==> src/rtl/fetch_pc_unit.sv <==
// Fetch-stage PC generator: owns the fetch PC, offers {pc, predicted npc} downstream,
// tracks in-flight predictions in order and produces redirect and predictor training writes.
module fetch_pc_unit #(
    parameter logic [15:0] RESET_PC = 16'h0000,
    parameter int unsigned DEPTH    = 4
) (
    input  logic                     clk,
    input  logic                     rst,
    output logic [15:0]              pred_pc,
    input  logic [15:0]              pred_npc,
    output logic                     if_valid,
    input  logic                     if_ready,
    output logic [15:0]              if_pc,
    output logic [15:0]              if_npc_pred,
    input  logic                     res_valid,
    input  logic [15:0]              res_npc,
    output logic                     redirect,
    output logic [15:0]              redirect_pc,
    output logic                     upd_valid,
    output logic [15:0]              upd_pc,
    output logic [15:0]              upd_npc,
    output logic                     upd_taken,
    output logic [$clog2(DEPTH):0]   q_count,
    output logic [15:0]              mispredict_cnt
);

    localparam int unsigned XLEN = 16;
    localparam int unsigned AW   = $clog2(DEPTH);
    localparam int unsigned CW   = AW + 1;

    logic [XLEN-1:0] pc;
    logic [XLEN-1:0] q_pc  [DEPTH];
    logic [XLEN-1:0] q_npc [DEPTH];
    logic [AW-1:0]   wr_ptr;
    logic [AW-1:0]   rd_ptr;
    logic [CW-1:0]   count;
    logic [CW-1:0]   count_nxt;

    logic [XLEN-1:0] head_pc;
    logic [XLEN-1:0] head_npc;
    logic            pop;
    logic            push;
    logic            mispredict;
    logic            taken;

    assign pred_pc     = pc;
    assign if_pc       = pc;
    assign if_npc_pred = pred_npc;
    assign q_count     = count;

    // Resolve compare against the queue head; reset suppresses any same-cycle flush.
    always_comb begin
        head_pc     = q_pc[rd_ptr];
        head_npc    = q_npc[rd_ptr];
        pop         = res_valid && (count != '0);
        mispredict  = !rst && pop && (res_npc != head_npc);
        taken       = (res_npc != (head_pc + XLEN'(4)));
        redirect    = mispredict;
        redirect_pc = mispredict ? res_npc : '0;
        if_valid    = !rst && (count < CW'(DEPTH)) && !mispredict;
        push        = if_valid && if_ready;
        count_nxt   = count;
        case ({push, pop})
            2'b10:   count_nxt = count + CW'(1);
            2'b01:   count_nxt = count - CW'(1);
            default: count_nxt = count;
        endcase
    end

    // Payload storage; push is never asserted alongside a flush or reset.
    always_ff @(posedge clk) begin
        if (push) begin
            q_pc[wr_ptr]  <= pc;
            q_npc[wr_ptr] <= pred_npc;
        end
    end

    always_ff @(posedge clk) begin
        if (rst) begin
            pc             <= RESET_PC;
            wr_ptr         <= '0;
            rd_ptr         <= '0;
            count          <= '0;
            upd_valid      <= 1'b0;
            upd_pc         <= '0;
            upd_npc        <= '0;
            upd_taken      <= 1'b0;
            mispredict_cnt <= '0;
        end else begin
            // Training write mirrors every valid pop, including the mispredicting one.
            upd_valid <= pop;
            upd_pc    <= pop ? head_pc : '0;
            upd_npc   <= pop ? res_npc : '0;
            upd_taken <= pop && taken;
            if (mispredict) begin
                pc     <= res_npc;
                wr_ptr <= '0;
                rd_ptr <= '0;
                count  <= '0;
                if (mispredict_cnt != 16'hFFFF) begin
                    mispredict_cnt <= mispredict_cnt + 16'd1;
                end
            end else begin
                if (push) begin
                    pc     <= pred_npc;
                    wr_ptr <= wr_ptr + AW'(1);
                end
                if (pop) begin
                    rd_ptr <= rd_ptr + AW'(1);
                end
                count <= count_nxt;
            end
        end
    end

endmodule

==> config.mk <==
export PLATFORM = sky130hd
export DESIGN_NAME = fetch_pc_unit
export DESIGN_NICKNAME = d
export VERILOG_FILES = /design/src/rtl/fetch_pc_unit.sv
export SDC_FILE = /design/constraint.sdc
export NUM_CORES = 1
export LEC_CHECK = 0
export ABC_AREA = 1
export CORE_UTILIZATION = 54
export DETAILED_ROUTE_END_ITERATION = 8
export PLACE_DENSITY = 0.81
export SYNTH_ARGS = -nofsm -noshare
export SYNTH_HDL_FRONTEND = slang
export SYNTH_SLANG_ARGS = --single-unit
==> constraint.sdc <==
create_clock -name clk -period 4.68 [get_ports clk]
set_input_delay 0.702 -clock clk [delete_from_list [all_inputs] [get_ports clk]]
set_output_delay 0.702 -clock clk [all_outputs]
set_load 0.005 [all_outputs]
==> summary.md, run 1 <==
## Run status
* **outcome** finished, final reports clean

## Power
* **Internal** 3.659 mW
* **clock network power share** 28.5%
* **power share of the combinational group** 30.8%
* **P_leak** 4.757 nW
* **pwr/cell area** 483.4 mW/mm^2
* **maximum ir drop on the vdd rail** 358.3 uV
* **part of the power in registers** 40.7%
* **switching share of power** 33.71%
* **switching power** 1.861 mW

## Worst setup path
* **kind of launch point of the worst setup path** register
* **critical path data required time** 3.98 ns
* **cell-by-cell listing of the critical path** inv_2 -> buf_4 -> nand2_1 -> nand3_1 -> nand2_1 -> nand2_1 -> nand2_1 -> nand2_1 -> inv_1 -> nand2_1 -> nor2_2 -> nand2_4 -> nand2_8 -> inv_4 -> nor2_1 -> clkdlybuf4s50_1
* **Worst Path Class, Setup** register to primary output
* **Arr. time, crit path** 3.44 ns
* **Slowest-stage cell, CP** dfxtp_2
* **Critical Path Fanout Max** 23
* **peak per-stage delay on the critical path** 0.57 ns
* **Crit path top cell by count** nand2_1
* **sort of element at the end of the critical path** primary output

## Final layout
* **synthesis-to-layout area growth** 22.77%
* **register cell area after layout** 0.005346 mm^2
* **number of antenna cells inserted** 0
* **final net count** 1208
* **area of the multi-input gates** 0.003105 mm^2
* **fill count** 1274
* **Final Cell Area** 0.01142 mm^2
* **Final Core Density** 68.38%
* **share of final-layout standard cells stronger than drive strength 1** 5.937%

## Synth
* **area leader, netlist** edfxtp_1
* **share of the synthesized area in the top cell type** 41.32%
* **sequential element share of the synthesized area** 57.46%
* **leading register cell type out of synthesis** edfxtp_1
* **Synth Instances** 1042
* **number of flops mapped to enable cells by yosys** 128
* **count of yosys warnings during synthesis** 0
* **number of different library cells in the post-synthesis netlist** 41
* **cell area after synthesis** 0.009303 mm^2
* **Post-synth ARST share** 0%
* **top area cells in the synthesized netlist** edfxtp_1 (41%), dfxtp_1 (16%), nand2_1 (14%), nand3_1 (6.4%), nor2_1 (4.3%)
* **Post-Syn Nets** 1086
* **post-synthesis average cell area** 8.928 um^2
* **Yosys reg bits** 203

## Timing
* **final worst path period share** 88.42%
* **final worst clock skew** 0.01566 ns
* **worst-case setup margin in the final layout** 0.5417 ns
* **setup TNS** 0 ns
* **minimum period implied by the final worst setup slack** 4.138 ns
* **Tightest Pin Transition** 0.8983 ns
* **hold_ws** 0.4975 ns
* **peak clock frequency supported by timing** 241.6 MHz
* **Fin. Hold Viols** 0
* **Max Transition Viols Final** 0
* **unrepaired setup endpoints after global routing** no
* **# setup viols final** 0
* **normalized max-slew margin** 40.05%

## Clocking
* **# Post-CTS Setup Buffers** 0
* **CTS tree** done
* **clock edge transition at the registers on the reported setup and hold paths** 0.06 ns
* **Sink Count** 203
* **root buffer cell** clkbuf_16
* **TritonCTS Buffers** 21
* **number of buffers on the longest clock path** 3
* **CTS-repair resized insts** 0
* **number of hold-repair buffers added at the cts stage** 0
* **insertion delay to the later sink of the worst-skew pair** 0.51 ns
* **total number of H-tree levels** 1

## Placed design
* **global placer's final weighted congestion** 0.8819
* **setup slack after placement** 0.8603 ns
* **half-perimeter wire length of the detailed placement result** 15.81 mm
* **area after detailed placement** 0.01078 mm^2
* **I/O Buffers** 154

## Routing
* **aggregate routed wire length** 23.94 mm
* **routed length on met3** 1.902 mm
* **highest metal layer used by the detailed router** met4
* **First-pass DRT Iterations** 5
* **DRT met1 WL** 9.877 mm
* **detailed-routed wire length on met2** 11.45 mm
* **wire per inst** 17.11 um
* **number of vias after detailed routing** 7473
* **vias per std cell** 5.342
* **violation count after the first detailed-routing iteration** 632
* **Post-route DRC** 0
* **antenna viol nets, final** 0

## Floorplanning
* **Std-Cell Core Area** 0.01670 mm^2
* **Placement Rows** 47
* **top-level I/O count** 155
* **Die X** 133.3 um
* **initial cell density of the core** 55.70%
* **vertical extent of the die** 133.3 um
* **die outline area** 0.01776 mm^2

## Min path
* **HP Class** register to register

## GRT
* **wire length of the first global-routing pass** 37.67 mm
* **Overall Global Routing Usage** 27.45%
* **initial antenna violation count** 0
* **Overflow after GRT** 0
* **number of global-route vias before repair** 7032
* **pin count of the biggest net entering global routing** 50

## Run
* **number of max-capacitance violations reported** 0

-- layer usage --
metal  vias up  track usage (%)
li1       3581                -
met1      3489            36.58
met2       346            45.49
met3        57            4.262
met4         0            10.04
met5         -                0
-- cells in the mapped netlist, types with 2 or more instances --
cell,instances
nand2_4,3
o21ai_0,9
dfxtp_1,75
nor2_2,4
a21oi_1,23
clkbuf_1,6
nand2_1,349
o311ai_0,2
inv_2,2
ha_1,7
o21ai_1,10
nor3_1,6
xor2_1,15
nand4_1,4
inv_1,87
buf_6,10
nand3_1,119
edfxtp_1,128
inv_4,2
nor3b_1,2
nand3_2,2
buf_2,6
buf_4,43
nor2_1,106
xnor2_1,6
-- placed cells by master, fill, tap and decap left out, drive strengths merged --
| cell type | instances |
|---|---|
| nand2 | 354 |
| dfxtp | 75 |
| nor2 | 111 |
| o31ai | 1 |
| xnor2 | 6 |
| xor2 | 15 |
| edfxtp | 128 |
| buf | 12 |
| clkinvlp | 1 |
| fa | 1 |
| nand4 | 4 |
| a211oi | 1 |
| nand3b | 2 |
| clkbuf | 30 |
| o22a | 1 |
| clkdlybuf4s50 | 154 |
| ha | 7 |
| clkinv | 8 |
| inv | 92 |
| o211ai | 1 |
| o21ai | 20 |
| nand3 | 121 |
| a21oi | 23 |
| o311ai | 2 |
| nor3 | 6 |
| nor3b | 2 |
| or2 | 1 |
-- logic make-up after synthesis --
group / Yosys count / share of synthesized area, %
and+or+nand+nor: 601 / 27.13
xor gates and xnor gates: 21 / 1.977
buffers and inverters: 160 / 9.267
DFF: 203 / 57.46
adders and majority gates: 8 / 1.157
AOI/OAI and AO/OA: 49 / 3.013
-- power groups by stage --
stage / clock network, mW / logic, mW / registers [mW]
2_1_floorplan: 0 / 1.12 / 2.24
3_3_place_gp: 0 / 1.64 / 2.28
3_5_place_dp: 0 / 1.68 / 2.28
4_1_cts: 1.58 / 1.69 / 2.25
5_1_grt: 1.66 / 1.88 / 2.27
6_report: 1.57 / 1.70 / 2.25
-- per-stage QoR --
stage	cells	power, mW
6_report	1399	5.520
3_3_place_gp	1361	3.915
2_1_floorplan	1042	3.359
5_1_grt	1399	5.806
4_1_cts	1399	5.521
3_5_place_dp	1361	3.958
-- critical path: cells and delay by family (launching register included) --
family | cells | cell delay [ns]
buffers and inverters | 5 | 1.09
DFF | 1 | 0.57
and+or+nand+nor | 11 | 1.26
-- final cells by class --
class	count	share of cell area (%)
clock buffers	30	5.248
clock inverters	8	0.3944
inverters	93	3.111
multi-input cells	679	27.19
flip-flops and latches	203	46.81
well taps	220	2.410
repair buffers	166	14.83
-- final timing paths --
check                                                     start                              end  slack, ns  depth (start not counted)
worst max-delay path                                   register                         if_valid       0.54                         16
worst min-delay path            mispredict_cnt[15]$_SDFFE_PP0P_  mispredict_cnt[15]$_SDFFE_PP0P_       0.50                          2
worst max register to register                         register            q_npc[3][8]$_DFFE_PP_       1.16                         16
worst min register to register  mispredict_cnt[15]$_SDFFE_PP0P_  mispredict_cnt[15]$_SDFFE_PP0P_       0.50                          2
-- state kept, by name (all words and copies together) (netlist names), 2 cells and up, named ones only --
| signal | flops |
|---|---|
| wr_ptr | 2 |
| q_pc | 64 |
| mispredict_cnt | 16 |
| q_count | 3 |
| upd_pc | 16 |
| rd_ptr | 2 |
| q_npc | 64 |
| upd_npc | 16 |
| if_pc | 16 |
No activity file was read; power rests on OpenSTA's default activity.
==> run 2: changes to the inputs <==
--- a/config.mk
+++ b/config.mk
@@ -6,9 +6,10 @@
 export NUM_CORES = 1
 export LEC_CHECK = 0
 export ABC_AREA = 1
-export CORE_UTILIZATION = 54
+export CORE_UTILIZATION = 43
 export DETAILED_ROUTE_END_ITERATION = 8
-export PLACE_DENSITY = 0.81
+export PLACE_DENSITY = 0.67
 export SYNTH_ARGS = -nofsm -noshare
 export SYNTH_HDL_FRONTEND = slang
 export SYNTH_SLANG_ARGS = --single-unit
+export TNS_END_PERCENT = 30
==> summary.md, run 2 (synthesis gave the netlist of run 1 again) <==
## Run status
* **outcome** finished, final reports clean

## Routing
* **vias per std cell** 4.975, -6.9%
* **antenna viol nets, final** 0, unchanged
* **number of vias after detailed routing** 7253, -2.9%
* **Post-route DRC** 0, unchanged
* **First-pass DRT Iterations** 5, unchanged
* **violation count after the first detailed-routing iteration** 601, -4.9%
* **wire per inst** 16.44 um, -3.9%
* **aggregate routed wire length** 23.97 mm, +0.14%

## Timing
* **Tightest Pin Transition** 0.7378 ns, -0.1604 ns
* **Max Transition Viols Final** 0, unchanged
* **final worst path period share** 89.38%, +0.96 points
* **worst-case setup margin in the final layout** 0.4970 ns, -0.04470 ns
* **peak clock frequency supported by timing** 239.1 MHz, -1.1%
* **normalized max-slew margin** 50.81%, +11 points
* **final worst clock skew** 0.006618 ns, -0.009046 ns
* **Fin. Hold Viols** 0, unchanged
* **minimum period implied by the final worst setup slack** 4.183 ns, +0.04470 ns
* **setup TNS** 0 ns, unchanged
* **unrepaired setup endpoints after global routing** no
* **# setup viols final** 0, unchanged

## Worst setup path
* **Worst Path Class, Setup** register to primary output
* **setup slack of the worst register-to-register path** 1.20 ns, +0.04 ns
* **end of the worst register-to-register path** q_npc[0][9]$_DFFE_PP_
* **peak per-stage delay on the critical path** 0.58 ns, about the same
* **Worst Reg-to-Reg Cells** 14, -2
* **largest delay contributor family on the critical path** simple AND/OR/NAND/NOR gates
* **Critical Path Fanout Max** 64, +180%
* **Arr. time, crit path** 3.48 ns, +0.04 ns
* **sort of element at the end of the critical path** primary output
* **worst path bufs/invs** 3, -2
* **Crit path top cell by count** nand2_1
* **logic depth of the worst path, buffers included** 14, -2
* **critical path data required time** 3.98 ns, about the same
* **kind of launch point of the worst setup path** register
* **cell-by-cell listing of the critical path** buf_4 -> nand2_1 -> nand3_1 -> nand2_1 -> nand2_1 -> nand2_1 -> nor2_1 -> nand2_1 -> nor2_2 -> nand2_4 -> nand2_8 -> inv_4 -> nor2_1 -> clkdlybuf4s50_1
* **Slowest-stage cell, CP** buf_4

## Final layout
* **final standard cell count with taps included and fillers excluded** 1458, +4.2%
* **share of final-layout standard cells stronger than drive strength 1** 6.002%, +0.064 points
* **commonest cells after routing, fill and taps aside** nand2_1 (349), clkdlybuf4s50_1 (154), edfxtp_1 (128)
* **final net count** 1211, +0.25%
* **number of antenna cells inserted** 0, unchanged
* **Final Cell Area** 0.01152 mm^2, +0.91%
* **most common library cell in the layout ignoring fill and taps** nand2_1
* **registers with the most flip-flops** q_npc (64), q_pc (64)
* **synthesis-to-layout area growth** 23.89%

## Min path
* **endpoint with the worst hold slack** q_count[0]$_SDFFE_PP0P_
* **HP Class** register to register
* **cell count of the worst hold path** 2, unchanged
* **origin of the worst min-delay path** q_count[0]$_SDFFE_PP0P_

## Placed design
* **instance count after placement with tap cells included** 1418, +4.2%
* **half-perimeter wire length of the detailed placement result** 16.26 mm, +2.8%
* **I/O Buffers** 154, unchanged
* **area after detailed placement** 0.01081 mm^2, +0.31%
* **setup slack after placement** 0.9452 ns, +0.08491 ns
* **global placer's final weighted congestion** 0.9165, +3.9%

## Clocking
* **number of buffers on the longest clock path** 3, unchanged
* **clock edge transition at the registers on the reported setup and hold paths** 0.06 ns, about the same
* **TritonCTS Buffers** 22, +4.8%
* **# Post-CTS Setup Buffers** 0, unchanged
* **CTS tree** done
* **CTS-repair resized insts** 0, unchanged
* **root buffer cell** clkbuf_16
* **Sink Count** 203, unchanged
* **total number of H-tree levels** 1, unchanged
* **insertion delay to the later sink of the worst-skew pair** 0.50 ns, about the same
* **number of hold-repair buffers added at the cts stage** 0, unchanged

## Floorplanning
* **initial cell density of the core** 44.11%, -12 points
* **Die X** 149.1 um, +12%
* **Std-Cell Core Area** 0.02109 mm^2, +26%
* **die outline area** 0.02223 mm^2, +25%
* **Placement Rows** 53, +13%
* **top-level I/O count** 155, unchanged
* **vertical extent of the die** 149.1 um, +12%

## Power
* **maximum ir drop on the vdd rail** 361.0 uV, +0.75%
* **P_leak** 4.781 nW, +0.52%
* **Overall Power** 5.627 mW, +1.9%
* **pwr/cell area** 488.3 mW/mm^2, +1.0%

## GRT
* **pin count of the biggest net entering global routing** 65, +30%
* **Overflow after GRT** 0, unchanged
* **number of global-route vias before repair** 6664, -5.2%
* **initial antenna violation count** 0, unchanged
* **wire length of the first global-routing pass** 37.05 mm, -1.7%
* **Overall Global Routing Usage** 21.95%, -5.5 points

## Run
* **number of max-capacitance violations reported** 0, unchanged

[run 2: cell types whose count changed in the layout (fill, tap and decap cells not counted), sizes merged]
| cell | delta |
|---|---|
| clkbuf | -2 |
| clkinv | +3 |
| inv | -1 |
| bufinv | +2 |
| buf | +2 |
[run 2: worst max-delay path by stage]
stage	from	end	slack [ns]
after floorplan	register	q_npc[0][0]$_DFFE_PP_	1.29
after global placement	res_npc[6]	if_valid	0.97
after detailed placement	res_npc[6]	if_valid	0.95
after CTS	register	if_valid	0.46
after global routing	register	if_valid	0.19
final	register	if_valid	0.50
[run 2: final cells by class]
type / instances / area [um^2]
multi-input combinational: 679 / 3105
sequential: 203 / 5346
tap: 275 / 344.1
fill: 1894 / 9563
clock buffer: 28 / 604.3
clock inverter: 12 / 110.1
timing repair buffer: 168 / 1659
inverter: 93 / 355.3
[run 2: per-layer routing]
| layer | share of wire, % | track usage, % | vias up | routed length, um |
|---|---|---|---|---|
| met1 | 44 | 30.68 | 3338 | 10540 |
| met2 | 46 | 35.19 | 294 | 11020 |
| met4 | 2.0 | 6.531 | 0 | 487 |
| met3 | 8.0 | 3.333 | 37 | 1915 |
| li1 | - | - | 3584 | - |
| met5 | 0 | 0 | - | 0 |
[run 2: metrics by stage]
stage / hold WS (ns) / utilization [%]
finish: 0.4960 / 54.65
global placement: 0.4829 / 51.26
floorplan: 0.4683 / -
CTS: 0.5033 / 54.65
global route: 0.5287 / 54.65
detailed placement: 0.4868 / 51.26
[run 2: where the power goes]
group | switching, mW | internal (mW) | total, mW
sequential | 0.115 | 2.11 | 2.22
clock | 0.688 | 1.02 | 1.71
combinational | 1.05 | 0.643 | 1.69
total | 1.85 | 3.77 | 5.63
[run 2: worst min-delay path: cells and delay by family (launching register included)]
family           cells  cell delay, ns
flip-flops           1            0.33
AND/OR/NAND/NOR      1            0.07
AO/OA/AOI/OAI        1            0.05
==> RTL edit 1 (config.mk and constraints of run 1) <==
Register the output `redirect_pc`, with the module's reset; this adds one clock of latency there. The other outputs are not delayed to match.
--- a/src/rtl/fetch_pc_unit.sv
+++ b/src/rtl/fetch_pc_unit.sv
@@ -30,2 +30,4 @@
 
+    logic [15:0] redirect_pc_d;
+
     logic [XLEN-1:0] pc;
@@ -58,3 +60,3 @@
         redirect    = mispredict;
-        redirect_pc = mispredict ? res_npc : '0;
+        redirect_pc_d = mispredict ? res_npc : '0;
         if_valid    = !rst && (count < CW'(DEPTH)) && !mispredict;
@@ -115,2 +117,10 @@
 
+    always_ff @(posedge clk) begin
+        if (rst) begin
+            redirect_pc <= '0;
+        end else begin
+            redirect_pc <= redirect_pc_d;
+        end
+    end
+
 endmodule
Function: changed (Yosys sat finds a counterexample within 4 cycles, from zero or initial values and one cycle with rst high).
==> RTL edit 1 against run 1 <==
Worst setup slack lost 0.23 ns; largest cell class unchanged; synthesized area increased by 4.2%; power increased by 4.8%; design area increased by 3.9%; sequential share of layout area rose by 0.96 points; wire length rose by 4.7%; sequential cell count increased by 16; register-to-register slack got worse by 0.32 ns; highest routed layer unchanged.
==> RTL edit 1: results (changes against run 1) <==
- LEAKAGE: 4.913 nW (was 4.757 nW)
- Syn nets: 1150 (was 1086)
- Final net count: 1273 (was 1208)
- Count of unique library cells instantiated by Yosys: 32 (was 41)
- Ranking of synthesized cells by area: edfxtp_1, dfxtp_1, nand2_1 (unchanged)
- Peak VDD IR: 311.6 uV (was 358.3 uV)
- Vias in the first global route: 7559 (was 7032)
- Placer Congestion: 0.9138 (was 0.8819)
- 1st-iter DRT viols: 579 (was 632)
- Clock skew: 0.01826 ns (was 0.01566 ns)
- Combinational share of power: 30.6% (was 30.8%)
- Ratio of cells with drive above 1 in the final layout: 4.578% (was 5.937%)
- Seq/Total Area, Yosys: 58.43% (was 57.46%)
- FF-to-FF setup slack: 0.84 ns (was 1.16 ns)
- Largest net degree at the start of global routing: 66 (was 50)
- Crit-path max cell delay: 0.53 ns (was 0.57 ns)
- Status: finished, final reports clean (unchanged)
- Worst Max-Slew Pin Slew: 0.9123 ns (was 0.8983 ns)
- CTS Buf Count: 23 (was 21)
- Via/cell ratio: 5.385 (was 5.342)
- Seq power: 2.38 mW (was 2.25 mW)
- First-pass GRT wire length: 39080 um (was 37670 um)
- GR Util All Layers: 27.73% (was 27.45%)
- Wirelength per Cell: 17.04 um (was 17.11 um)
- # fillers: 1358 (was 1274)
-- RTL edit 1: cells by family after synthesis --
kind of cell,share of synthesized area (%)
AO/OA/AOI/OAI,3.007
XOR/XNOR,1.987
adder cells (fa/ha/maj),1.110
buffers and inverters,8.671
flip-flops,58.43
AND/OR/NAND/NOR,26.80
-- RTL edit 1: worst paths after layout --
| kind | from | endpoint | depth (start not counted) |
|---|---|---|---|
| worst min-delay path | mispredict_cnt[15] | mispredict_cnt[15] | 2 |
| worst min register to register | mispredict_cnt[15] | mispredict_cnt[15] | 2 |
| worst max-delay path | flip-flop | if_valid | 15 |
| worst max register to register | flip-flop | q_count[1] | 17 |
-- RTL edit 1: critical path, delay by kind of cell, from the launching register on --
family / cells / cell delay, ns
buf+inv: 4 / 1.58
simple gates: 11 / 1.23
flops: 1 / 0.32
-- RTL edit 1: metal layers --
metal | GRT usage (%) | part of all wire, % | vias up
met2 | 45.83 | 47 | 404
met5 | 0 | 0 | -
li1 | - | - | 3778
met1 | 36.60 | 40 | 3672
met4 | 11.67 | 3.7 | 0
met3 | 3.803 | 8.8 | 62
-- RTL edit 1: per-stage QoR --
step                hold slack, ns  instances  setup slack [ns]  area (sq um)  power [mW]
global placement            0.4736       1429            0.6006         11190       4.114
global route                0.5268       1470            0.1029         11860       6.077
CTS                         0.4896       1470            0.3320         11860       5.793
floorplan                   0.4686       1106             1.277          9697       3.511
detailed placement          0.4770       1429            0.5139         11190       4.157
finish                      0.4923       1470            0.3149         11860       5.785
-- RTL edit 1: cell type report --
cell class	instances	area [sq um]	share of cell area (%)
tap	225	281.5	2.373
clock inverter	11	55.05	0.4641
multi-input combinational	714	3201	26.98
sequential	219	5667	47.77
clock buffer	30	611.8	5.158
inverter	103	386.6	3.259
timing repair buffer	168	1659	13.99
==> RTL edit 2 (settings of run 1) <==
Without the edit above. Set the parameter `DEPTH` to 8 (it was 4).
--- a/src/rtl/fetch_pc_unit.sv
+++ b/src/rtl/fetch_pc_unit.sv
@@ -4,3 +4,3 @@
     parameter logic [15:0] RESET_PC = 16'h0000,
-    parameter int unsigned DEPTH    = 4
+    parameter int unsigned DEPTH    = 8
 ) (
Interface: changed (resized q_count); port bits go from 155 to 156. No check against the original RTL was run, so the function may have changed too.
==> RTL edit 2 against run 1 <==
Wire length grew 69%; worst setup slack lost 0.24 ns; power grew 72%; die area grew 61%; utilization shrank 2.3 points; design area grew 57%; first-iteration DRC count grew to 2.7 times the old value; sequential cell count grew 132; worst hold slack gained 0.027 ns; clock skew grew 0.0085 ns; synthesized area grew 62%.
==> RTL edit 2: results (changes against run 1) <==
- Clock skew: 0.02421 ns (was 0.01566 ns)
- Ratio of cells with drive above 1 in the final layout: 6.257% (was 5.937%)
- Multi-input logic area: 4533 sq um (was 3105 sq um)
- Placed cell count: 2050 (was 1361)
- Placer Congestion: 1.002 (was 0.8819)
- GR Util All Layers: 28.96% (was 27.45%)
- Area growth, synth to finish: 19.21% (was 22.77%)
- Syn Area/Cell: 9.405 sq um (was 8.928 sq um)
- Via/cell ratio: 5.657 (was 5.342)
- Seq/Total Area, Yosys: 61.67% (was 57.46%)
- DR pass1 iterations: 7 (was 5)
- Max FO, Critical Path: 131 (was 23)
- Relative slew slack: 45.14% (was 40.05%)
- Final clock-cell share: 6.920% (was 5.642%)
- Final Cell Area: 17920 sq um (was 11420 sq um)
- 1st-iter DRT viols: 1705 (was 632)
- Routed met2 length: 18640 um (was 11450 um)
- # fillers: 2056 (was 1274)
- Met1 Track Usage GR: 37.05% (was 36.58%)
- Wirelength per Cell: 19.16 um (was 17.11 um)
- Status: finished, final reports clean (unchanged)
- Total Wirelength: 40490 um (was 23940 um)
- Register Area: 9274 sq um (was 5346 sq um)
- Syn nets: 1641 (was 1086)
- Dpl hpwl: 25470 um (was 15810 um)
- Post-synth EDFFs: 256 (was 128)
[RTL edit 2: cell types whose count changed after synthesis, moves of 5 or more]
| cell | change |
|---|---|
| nand3_1 | +47 |
| nor2_1 | +128 |
| inv_1 | +72 |
| o21ai_0 | +47 |
| nand2_1 | +78 |
| buf_4 | +6 |
| edfxtp_1 | +128 |
| buf_2 | +15 |
| o21ai_1 | -5 |
| o211ai_1 | +18 |
[RTL edit 2: worst paths after layout]
| kind | endpoint | slack (ns) | cells past startpoint | from |
|---|---|---|---|---|
| worst min-delay path | mispredict_cnt[15] | 0.52 | 2 | mispredict_cnt[15] |
| worst max-delay path | if_valid | 0.30 | 16 | flip-flop |
| worst min register to register | mispredict_cnt[15] | 0.52 | 2 | mispredict_cnt[15] |
| worst max register to register | upd_taken | 0.42 | 19 | flip-flop |
